--- config.mk ---
export PLATFORM = sky130hd
export DESIGN_NAME = branch_resolution_unit
export DESIGN_NICKNAME = d
export VERILOG_FILES = /design/src/rtl/bru_pkg.sv /design/src/rtl/branch_resolution_unit_pred_queue.sv /design/src/rtl/branch_resolution_unit.sv
export SDC_FILE = /design/constraint.sdc
export NUM_CORES = 1
export LEC_CHECK = 0
export CAP_MARGIN = 20
export CELL_PAD_IN_SITES_DETAIL_PLACEMENT = 1
export CELL_PAD_IN_SITES_GLOBAL_PLACEMENT = 1
export CORE_ASPECT_RATIO = 0.9
export CORE_MARGIN = 10
export CORE_UTILIZATION = 45
export DETAILED_ROUTE_END_ITERATION = 8
export HOLD_SLACK_MARGIN = 0.12
export PLACE_DENSITY = 0.82
export SLEW_MARGIN = 20
export SYNTH_ARGS = -nofsm -noshare
export SYNTH_HDL_FRONTEND = slang
export SYNTH_SLANG_ARGS = --single-unit
--- constraint.sdc ---
create_clock -name clk -period 9.8 [get_ports clk]
set_input_delay 0.98 -clock clk [delete_from_list [all_inputs] [get_ports clk]]
set_output_delay 0.98 -clock clk [all_outputs]
set_load 0.005 [all_outputs]
--- src/rtl/bru_pkg.sv ---
// Shared types and constants for the branch resolution unit and its prediction queue.
package bru_pkg;

    localparam int          BRU_XLEN = 32;
    localparam logic [31:0] CNT_MAX  = 32'hFFFF_FFFF;

    // One fetch-time prediction, stored in program order until EX resolves it.
    typedef struct packed {
        logic                taken;
        logic [BRU_XLEN-1:0] target;
        logic [BRU_XLEN-1:0] fallthru;
    } pred_entry_t;

    function automatic logic [31:0] sat_inc(input logic [31:0] v);
        return (v == CNT_MAX) ? v : v + 32'd1;
    endfunction

endpackage

--- src/rtl/branch_resolution_unit_pred_queue.sv ---
// In-order FIFO of outstanding predictions; clear beats push, full+push+pop keeps occupancy.
module pred_queue
    import bru_pkg::*;
#(
    parameter int DEPTH = 4
) (
    input  logic        clk,
    input  logic        rst,
    input  logic        push_i,
    input  pred_entry_t entry_i,
    input  logic        pop_i,
    input  logic        clear_i,
    output pred_entry_t head_o,
    output logic        full_o,
    output logic        empty_o
);

    localparam int AW = $clog2(DEPTH);
    localparam int PW = AW + 1;

    logic [PW-1:0] wr_q, wr_d;
    logic [PW-1:0] rd_q, rd_d;
    logic [PW-1:0] count;
    logic          push_ok;
    logic          pop_ok;
    pred_entry_t   mem_q [DEPTH];

    assign count   = wr_q - rd_q;
    assign full_o  = (count == PW'(DEPTH));
    assign empty_o = (count == '0);
    assign pop_ok  = pop_i & ~empty_o;
    // A full queue can still accept a push when the head leaves in the same cycle.
    assign push_ok = push_i & ~clear_i & (~full_o | pop_ok);
    assign head_o  = mem_q[rd_q[AW-1:0]];

    always_comb begin
        wr_d = wr_q;
        rd_d = rd_q;
        if (clear_i) begin
            wr_d = '0;
            rd_d = '0;
        end else begin
            if (push_ok) wr_d = wr_q + PW'(1);
            if (pop_ok)  rd_d = rd_q + PW'(1);
        end
    end

    always_ff @(posedge clk) begin
        if (rst) begin
            wr_q <= '0;
            rd_q <= '0;
        end else begin
            wr_q <= wr_d;
            rd_q <= rd_d;
        end
    end

    generate
        for (genvar gi = 0; gi < DEPTH; gi++) begin : g_slot
            always_ff @(posedge clk) begin
                if (push_ok && (wr_q[AW-1:0] == AW'(gi))) begin
                    mem_q[gi] <= entry_i;
                end
            end
        end
    endgenerate

endmodule

--- src/rtl/branch_resolution_unit.sv ---
// EX-stage branch checker: compares resolved outcomes against queued predictions and
// produces predictor training pulses, flush/redirect on mispredict, and statistics.
module branch_resolution_unit
    import bru_pkg::*;
#(
    parameter int XLEN  = BRU_XLEN,
    parameter int DEPTH = 4
) (
    input  logic            clk,
    input  logic            rst,
    input  logic            stall,
    input  logic            pred_valid,
    input  logic            pred_taken,
    input  logic [XLEN-1:0] pred_target,
    input  logic [XLEN-1:0] pred_fallthru,
    output logic            pq_full,
    input  logic            ex_valid,
    input  logic            ex_taken,
    input  logic [XLEN-1:0] ex_target,
    output logic            taken,
    output logic            not_taken,
    output logic            flush,
    output logic [XLEN-1:0] redirect_pc,
    output logic [31:0]     branch_cnt,
    output logic [31:0]     mispred_cnt,
    output logic            pq_err
);

    pred_entry_t     push_entry;
    pred_entry_t     head;
    logic            q_empty;
    logic            q_full;
    logic            push_req;
    logic            resolve;
    logic            head_taken;
    logic [XLEN-1:0] head_target;
    logic [XLEN-1:0] head_fallthru;
    logic            mispred;
    logic            overflow;
    logic            underflow;

    logic            taken_q, taken_d;
    logic            not_taken_q, not_taken_d;
    logic            flush_q, flush_d;
    logic [XLEN-1:0] redirect_q, redirect_d;
    logic [31:0]     branch_cnt_q, branch_cnt_d;
    logic [31:0]     mispred_cnt_q, mispred_cnt_d;
    logic            err_q, err_d;

    assign push_req   = pred_valid & ~stall;
    assign resolve    = ex_valid & ~stall;
    assign push_entry = '{taken: pred_taken, target: pred_target, fallthru: pred_fallthru};

    pred_queue #(
        .DEPTH (DEPTH)
    ) u_pred_queue (
        .clk     (clk),
        .rst     (rst),
        .push_i  (push_req),
        .entry_i (push_entry),
        .pop_i   (resolve),
        .clear_i (mispred),
        .head_o  (head),
        .full_o  (q_full),
        .empty_o (q_empty)
    );

    // Resolving with nothing queued behaves like a not-taken guess falling through to ex_target.
    assign head_taken    = q_empty ? 1'b0      : head.taken;
    assign head_target   = q_empty ? ex_target : head.target;
    assign head_fallthru = q_empty ? ex_target : head.fallthru;

    assign mispred = resolve &
                     ((ex_taken != head_taken) |
                      (ex_taken & head_taken & (ex_target != head_target)));

    // A push blocked by a full queue is an error only if no head leaves this cycle.
    assign overflow  = push_req & q_full & ~resolve;
    assign underflow = resolve & q_empty;

    always_comb begin
        taken_d       = resolve & ex_taken;
        not_taken_d   = resolve & ~ex_taken;
        flush_d       = mispred;
        redirect_d    = redirect_q;
        branch_cnt_d  = branch_cnt_q;
        mispred_cnt_d = mispred_cnt_q;
        err_d         = err_q | overflow | underflow;
        if (mispred) begin
            redirect_d = ex_taken ? ex_target : head_fallthru;
        end
        if (resolve) begin
            branch_cnt_d = sat_inc(branch_cnt_q);
        end
        if (mispred) begin
            mispred_cnt_d = sat_inc(mispred_cnt_q);
        end
    end

    always_ff @(posedge clk) begin
        if (rst) begin
            taken_q       <= 1'b0;
            not_taken_q   <= 1'b0;
            flush_q       <= 1'b0;
            redirect_q    <= '0;
            branch_cnt_q  <= '0;
            mispred_cnt_q <= '0;
            err_q         <= 1'b0;
        end else begin
            taken_q       <= taken_d;
            not_taken_q   <= not_taken_d;
            flush_q       <= flush_d;
            redirect_q    <= redirect_d;
            branch_cnt_q  <= branch_cnt_d;
            mispred_cnt_q <= mispred_cnt_d;
            err_q         <= err_d;
        end
    end

    assign pq_full     = q_full;
    assign taken       = taken_q;
    assign not_taken   = not_taken_q;
    assign flush       = flush_q;
    assign redirect_pc = redirect_q;
    assign branch_cnt  = branch_cnt_q;
    assign mispred_cnt = mispred_cnt_q;
    assign pq_err      = err_q;

endmodule

-- After elaboration in Yosys (flattened, before gate mapping)
Memory sizes are Yosys's and may differ from the RTL's. A register that Yosys moved wholly into a read port is not among the register bits.
Cells that the tools add are included.
- reductions and logical operators: 12
- bitwise gates (word level): 25
- muxes and demuxes: 23
- add/sub/neg operators: 5
- equal/unequal tests: 8
- operator list (kind ; count):
    $mux 65 ; 3
    $reduce_or 65->1 ; 3
    $mux 32 ; 3
    $add 32x1->32 const B ; 2
    $eq 32x32->1 const B ; 2
    $ne 32x32->1 ; 1
    $and 1x1->1 ; 13
    $mux 1 ; 12
    $mux 2 ; 5
    $not 1->1 ; 8
    $add 3x1->3 const B ; 2
    $eq 2x2->1 const B ; 2
    $logic_and 1x1->1 ; 4
    $or 1x1->1 ; 4
    $reduce_and 2->1 ; 2
    $eq 3x3->1 const B ; 1
    $logic_not 3->1 ; 1
    $sub 3x3->3 ; 1
    $eq 2x1->1 const B ; 1
    $logic_not 2->1 ; 1
    $reduce_or 2->1 ; 1
    $ne 1x1->1 ; 1
- bits in registers: 106
- memories kept: 1
- memory bits (writable): 260
- memories (name ; depth ; width ; read ports ; clocked after Yosys merged registers in ; write ports ; RTL line ; source):
    u_pred_queue.mem_q ; 4 ; 65 ; 1 ; 1 ; 1 ; branch_resolution_unit_pred_queue.sv:26 ; pred_entry_t mem_q [DEPTH];

-- Logic depth before layout (Yosys ltp)
Gate-level depths: netlist of the first run.
- depth in word-level cells: 17
- gate-level depth with buffers: 16

-- By module
A second synthesis of the first run with hierarchy kept.
- cells, all modules: 1045
- area, all modules: 15313.4 sq um
- modules (own cells, without submodules) (module ; area an instance (sq um) ; times used ; cells each ; sequential area each (sq um)):
    pred_queue ; 9923.3 ; 1 ; 412 ; 7967.6
    branch_resolution_unit ; 5390.2 ; 1 ; 633 ; 2001.9

-- Worst setup path before layout of the first run
Ideal clock, no wire load.
- kind: reg2reg
- start point: register (tool-made name)
- end point: memory u_pred_queue.mem_q[3][0] in the netlist's numbering (enable)
- setup time: 488 ps
- arrival: 6532 ps
- path slack: 2780 ps
- data required time: 9312 ps
- buffers on the path: 6
- period minus slack after synthesis: 7020 ps
- cell stages (with the launch flop): 16
- path through: dfxtp_1 -> buf_2 -> buf_6 -> buf_2 -> buf_1 -> mux4_2 -> nor2b_1 -> ha_1 -> nor3b_1 -> mux2i_1 -> a2111o_1 -> nor4_2 -> a21oi_1 -> buf_2 -> buf_2 -> nor2_1
- RTL lines (item ; RTL line):
    to (decl) ; branch_resolution_unit_pred_queue.sv:26

==> impl_metrics.tcl, run 1 <==
set metrics [dict create \
    outcome "complete, no violations" \
    yosysMostFrequentCell "edfxtp_1" \
    fin_worst_skew_ns 0.0257 \
    h-tree-depth 2 \
    worstMarginPinSlew_ns 1.02 \
    synth_area_mm2 0.0149 \
    relSlewSlack_pct 32.0 \
    postCtsSetupRepairBufs 0 \
    grt_pass1_vias 10100 \
    synthesis.nets 1099 \
    timing.reg2reg.setup_slack_ns 4.93 \
    ir_worst_vdd_mv 0.122 \
    vias 9369 \
    grt_max_degree 102 \
    holdPathStages 2 \
    layout.nets 1303 \
    cts-root-buf "clkbuf_16" \
    die_w_um 212 \
    max_freq_mhz 206 \
    ioPinCount 204 \
    dp_hpwl_mm 26.7 \
    cts_made_buffers 39 \
    period_share_pct 49.6 \
    cp_cell_sequence "buf_4 -> mux4_2 -> xnor2_1 -> nand4_1 -> nor4_1 -> a21oi_4 -> nor2_1 -> and2_4" \
    synthCells 986 \
    rsz0062_at_grt "no" \
    final_hold_viol_count 0 \
    cpMaxStageDelayCell "dfxtp_4" \
    path_class "flop to flop" \
    drv_slew 0 \
    clk_pin_slew_ns 0.06 \
    arrival_ns 5.01 \
    seq_area_frac_synth_pct 66.7 \
    start_util_pct 45.5 \
    start_kind "flop" \
    ff_latch_area_mm2 0.00998 \
    antenna_found_initial 5 \
    rows 63 \
    yosysTopAreaCellShare_pct 52.2 \
    finalSetupViolCount 0 \
    multi_input_area_mm2 0.00473 \
    fin_crit_ns 4.87 \
    synth-async-reset-ratio_pct 0 \
    p_leak_nw 5.93 \
    place.gp.congestion 0.771 \
    clock_latency_ns 0.55 \
    synth_seq_cells 368 \
    setup_tns_ns 0 \
    r2r_cells 8 \
    endpoint_kind "flop" \
    viasPerCell 5.70 \
    synthTopCellsByCount "edfxtp_1 (260), dfxtp_1 (108), nor2_1 (87)" \
    avgRoutedWirePerCell_um 24.5 \
    synth_top_area_cell "edfxtp_1" \
    die_h_um 193 \
    ys.flop_type "edfxtp_1" \
    slowest_delay_ns 0.84 \
    clk_path_buf_depth 3 \
    cp_max_fo 65 \
    core-area_mm2 0.0329 \
    tritoncts "yes" \
    syn_to_final_growth_pct 25.0 \
    io_buffers 203 \
    drive_gt1_share_pct 12.5 \
    postCtsHoldBufs 0 \
    maxCapViolCount 0 \
    grt_pass1_wl_mm 61.0 \
    first_iter_violations 608 \
    cts-resized-gates 0 \
    total_power_mw 3.47 \
    diodes 0 \
    die_area_mm2 0.0409 \
    synth_area_per_cell_um2 15.2 \
    synth_edf_count 260 \
    yosysWarnings 0 \
    cts.sinks 368 \
    synth_area_leaders "edfxtp_1 (52%), dfxtp_1 (14%), mux4_2 (9.6%), xnor2_1 (2.7%), mux2i_1 (2.5%)" \
    hold_class "flop to flop" \
    fillers 3087 \
    power_density_mw_per_mm2 186 \
    drc_errors 0 \
    wl_mm 40.2 \
    overflow 0 \
    postRouteAntennaNets 0 \
    cp.required_ns 9.95 \
    track_usage_pct 19.5 \
    drt-pass1-iter-count 4 \
    synth.distinct_cells 45 \
]
-- where the power goes --
group / total, mW / switching [mW] / internal, mW
Sequential: 1.73 / 0.0220 / 1.70
Combinational: 0.270 / 0.136 / 0.134
Clock: 1.47 / 0.624 / 0.846
Total: 3.47 / 0.782 / 2.69
-- metal layers --
| metal | wire, um | up-vias | GRT usage (%) |
|---|---|---|---|
| met5 | 50 | - | 0.369 |
| li1 | - | 4200 | - |
| met2 | 19600 | 320 | 32.8 |
| met4 | 796 | 8 | 5.19 |
| met1 | 16300 | 4786 | 24.1 |
| met3 | 3460 | 55 | 5.99 |
-- cells by family (layout without fill, tap and decap cells) --
group	after synthesis	after routing	share of synthesized area, %
DFF	368	368	66.7
and+or+nand+nor	282	282	9.81
muxes	117	117	13.3
AOI/OAI and AO/OA	81	81	3.57
xor gates and xnor gates	66	66	3.87
buffers and inverters	62	297	1.88
adders and majority gates	10	10	0.837
-- placed cells by master (no fill, tap or decap), types with 9 or more instances in the layout --
master	count
xnor2_1	46
nand4_1	20
nand3_1	35
clkinv_2	11
nor4_1	9
and4_1	9
mux2i_1	38
mux4_2	64
edfxtp_1	260
nor3_1	23
nor2b_1	21
mux2_1	11
dfxtp_1	106
ha_1	10
a21oi_1	22
xor2_1	20
or4_1	13
and3_1	9
a211oi_1	32
o31ai_1	9
nor2_1	85
nand2_1	28
clkdlybuf4s50_1	202
o21ai_0	10
inv_1	14
clkbuf_16	39
-- worst max-delay path, delay by kind of cell (launching register included) --
family	cells	cell delay (ns)
AOI/OAI and AO/OA	1	0.18
xor gates and xnor gates	1	0.19
muxes	1	0.59
and+or+nand+nor	4	1.88
buffers and inverters	1	0.66
DFF	1	0.84
-- sequential cells by signal, summed over array words and instances, names as in the netlist, named ones only --
name,count
taken,1
flush,1
u_pred_queue.wr_q,3
redirect_pc,32
pq_err,1
not_taken,1
u_pred_queue.rd_q,3
branch_cnt,32
u_pred_queue.mem_q,260
mispred_cnt,32
-- cell type report --
| class | instances | share of cell area (%) |
|---|---|---|
| flip-flops and latches | 368 | 53.4 |
| multi-input cells | 556 | 25.3 |
| repair buffers | 211 | 11.3 |
| clock buffers | 44 | 5.54 |
| well taps | 422 | 2.83 |
| clock inverters | 28 | 1.37 |
| inverters | 14 | 0.281 |
-- stage by stage --
step | std cells | hold WS, ns | worst slack (ns) | util, % | instance area (um2)
after floorplan | 986 | 0.464 | 2.78 | - | 14900
after detailed placement | 1570 | 0.497 | 4.92 | 52.8 | 17400
after CTS | 1642 | 0.506 | 4.80 | 56.8 | 18700
final | 1643 | 0.503 | 4.93 | 56.8 | 18700
after global routing | 1643 | 0.537 | 4.47 | 56.8 | 18700
after global placement | 1570 | 0.454 | 5.05 | 52.8 | 17400
-- path summary, 6_finish.rpt --
check | startpoint | end
worst min-delay path | redirect_pc[31] | redirect_pc[31]
worst max register to register | flop | u_pred_queue.mem_q[2][36]
worst min register to register | redirect_pc[31] | redirect_pc[31]
worst max-delay path | flop | u_pred_queue.mem_q[2][36]
Power figures use the tool's default switching activity.
==> run 2: changes to the inputs <==
--- a/config.mk
+++ b/config.mk
@@ -10,10 +10,10 @@
 export CELL_PAD_IN_SITES_GLOBAL_PLACEMENT = 1
 export CORE_ASPECT_RATIO = 0.9
 export CORE_MARGIN = 10
-export CORE_UTILIZATION = 45
+export CORE_UTILIZATION = 41
 export DETAILED_ROUTE_END_ITERATION = 8
 export HOLD_SLACK_MARGIN = 0.12
-export PLACE_DENSITY = 0.82
+export PLACE_DENSITY = 0.79
 export SLEW_MARGIN = 20
 export SYNTH_ARGS = -nofsm -noshare
 export SYNTH_HDL_FRONTEND = slang
==> constraint.sdc (replaced) <==
create_clock -name clk -period 3.9 [get_ports clk]
set_input_delay 0.39 -clock clk [delete_from_list [all_inputs] [get_ports clk]]
set_output_delay 0.39 -clock clk [all_outputs]
set_load 0.005 [all_outputs]
==> impl_metrics.tcl, run 2 (synthesized netlist as in run 1, its figures left out) <==
set metrics [dict create \
    outcome "complete, no violations" \
    crit_buf_inv 2 \
    wl_mm 40.4 \
    largest_reg_flops 260 \
    die_w_um 221 \
    ir_worst_vdd_mv 0.319 \
    first_iter_violations 671 \
    clkPwrFrac_pct 41.8 \
    fin_crit_ns 3.62 \
    antenna_found_initial 2 \
    hold_ws_ns 0.476 \
    die_area_mm2 0.0445 \
    syn_to_final_growth_pct 27.6 \
    hold_class "input pin to flop" \
    netSwitchingPower_mw 1.94 \
    maxCapViolCount 0 \
    start_util_pct 41.4 \
    max_freq_mhz 276 \
    drv_slew 0 \
    drive_gt1_share_pct 13.2 \
    p_leak_nw 6.07 \
    grt_pass1_wl_mm 61.7 \
    clock_latency_ns 0.55 \
    path_class "flop to flop" \
    track_usage_pct 17.6 \
    arrival_ns 3.87 \
    cts.sinks 368 \
    finalSetupViolCount 0 \
    core-area_mm2 0.0361 \
    grt_max_degree 90 \
    dp_hpwl_mm 28.1 \
    place_ws_ns -0.0332 \
    vias 9366 \
    cpMaxStageDelayCell "a2111o_1" \
    ff_latch_area_mm2 0.00998 \
    endpoint_kind "flop" \
    fin_worst_skew_ns 0.0244 \
    fin_ws_ns 0.278 \
    path_delay_family "simple AND/OR/NAND/NOR gates" \
    cts-root-buf "clkbuf_16" \
    multi_input_area_mm2 0.00475 \
    layout_common_cells "edfxtp_1 (260), clkdlybuf4s50_1 (202), dfxtp_1 (106)" \
    start_kind "flop" \
    final_common_cell "edfxtp_1" \
    relSlewSlack_pct 29.1 \
    top_register "u_pred_queue.mem_q" \
    viasPerCell 5.44 \
    place.gp.congestion 0.750 \
    fillers 3480 \
    postRouteAntennaNets 0 \
    power.internal_mw 6.75 \
    seq_power_share_pct 49.8 \
    clk_path_buf_depth 3 \
    cts_made_buffers 40 \
    period_share_pct 92.9 \
    die_h_um 201 \
    cp_max_fo 21 \
    cp_cell_sequence "inv_1 -> ha_1 -> nor2b_1 -> xnor2_1 -> nor2_1 -> nor2b_1 -> ha_1 -> nor3_1 -> mux2i_1 -> a2111o_1 -> nor4_4 -> a21oi_4 -> nor2_4 -> and2_4 -> clkbuf_16" \
    avgRoutedWirePerCell_um 23.4 \
    tritoncts "yes" \
    rsz0062_at_grt "no" \
    rows 66 \
    power_density_mw_per_mm2 455 \
    layout.nets 1327 \
    overflow 0 \
    clk_pin_slew_ns 0.06 \
    total_power_mw 8.69 \
    timing.reg2reg.setup_slack_ns 0.28 \
    worstMarginPinSlew_ns 1.06 \
    drt-pass1-iter-count 5 \
    slowest_delay_ns 0.47 \
    p_sw_share_pct 22.3 \
    setup_tns_ns 0 \
    grt_pass1_vias 9924 \
    io_buffers 203 \
    cp.required_ns 4.15 \
    drc_errors 0 \
    comb_power_share_pct 8.5 \
    final_hold_viol_count 0 \
    h-tree-depth 2 \
    ioPinCount 204 \
]
run 2: final timing paths:
path	startpoint	to	cells after the start
worst min-delay path	pred_fallthru[4]	u_pred_queue.mem_q[2][4]	1
worst max-delay path	u_pred_queue.wr_q[0]	u_pred_queue.mem_q[2][25]	15
worst min register to register	redirect_pc[1]	redirect_pc[1]	2
worst max register to register	u_pred_queue.wr_q[0]	u_pred_queue.mem_q[2][25]	15
run 2: what timing repair did:
action                                  4_1_cts  5_1_grt
endpoints found under the setup margin       78      195
gates cloned                                  0        1
hold buffers                                  0        0
pin swaps                                     1        4
resized for setup                             1        3
setup buffers                                 0        7
run 2: per-layer routing:
metal	part of all wire [%]	track usage (%)
met4	1.4	3.62
met5	0.025	0
met2	50	30.4
met1	42	22.1
met3	6.0	3.97
run 2: power groups by stage:
stage / sequential [mW] / clock (mW) / combinational [mW]
after floorplan: 4.40 / 0 / 0.372
after global placement: 4.40 / 0 / 0.717
after detailed placement: 4.40 / 0 / 0.736
after CTS: 4.32 / 3.71 / 0.744
after global routing: 4.33 / 3.89 / 0.796
final: 4.32 / 3.63 / 0.735
run 2: cell type report:
type	instances	share of cell area, %
inverters	14	0.276
diodes	2	0.0262
multi-input cells	556	24.9
clock buffers	49	5.43
flip-flops and latches	368	52.3
well taps	476	3.12
repair buffers	234	12.8
clock inverters	22	1.14
run 2: metrics by stage:
| stage | cells | cell area, um2 | util [%] |
|---|---|---|---|
| 3_5_place_dp | 1640 | 17700 | 49.1 |
| 2_1_floorplan | 986 | 15000 | - |
| 3_3_place_gp | 1640 | 17700 | 49.1 |
| 6_report | 1721 | 19100 | 52.9 |
| 5_1_grt | 1719 | 19100 | 52.8 |
| 4_1_cts | 1711 | 19000 | 52.6 |
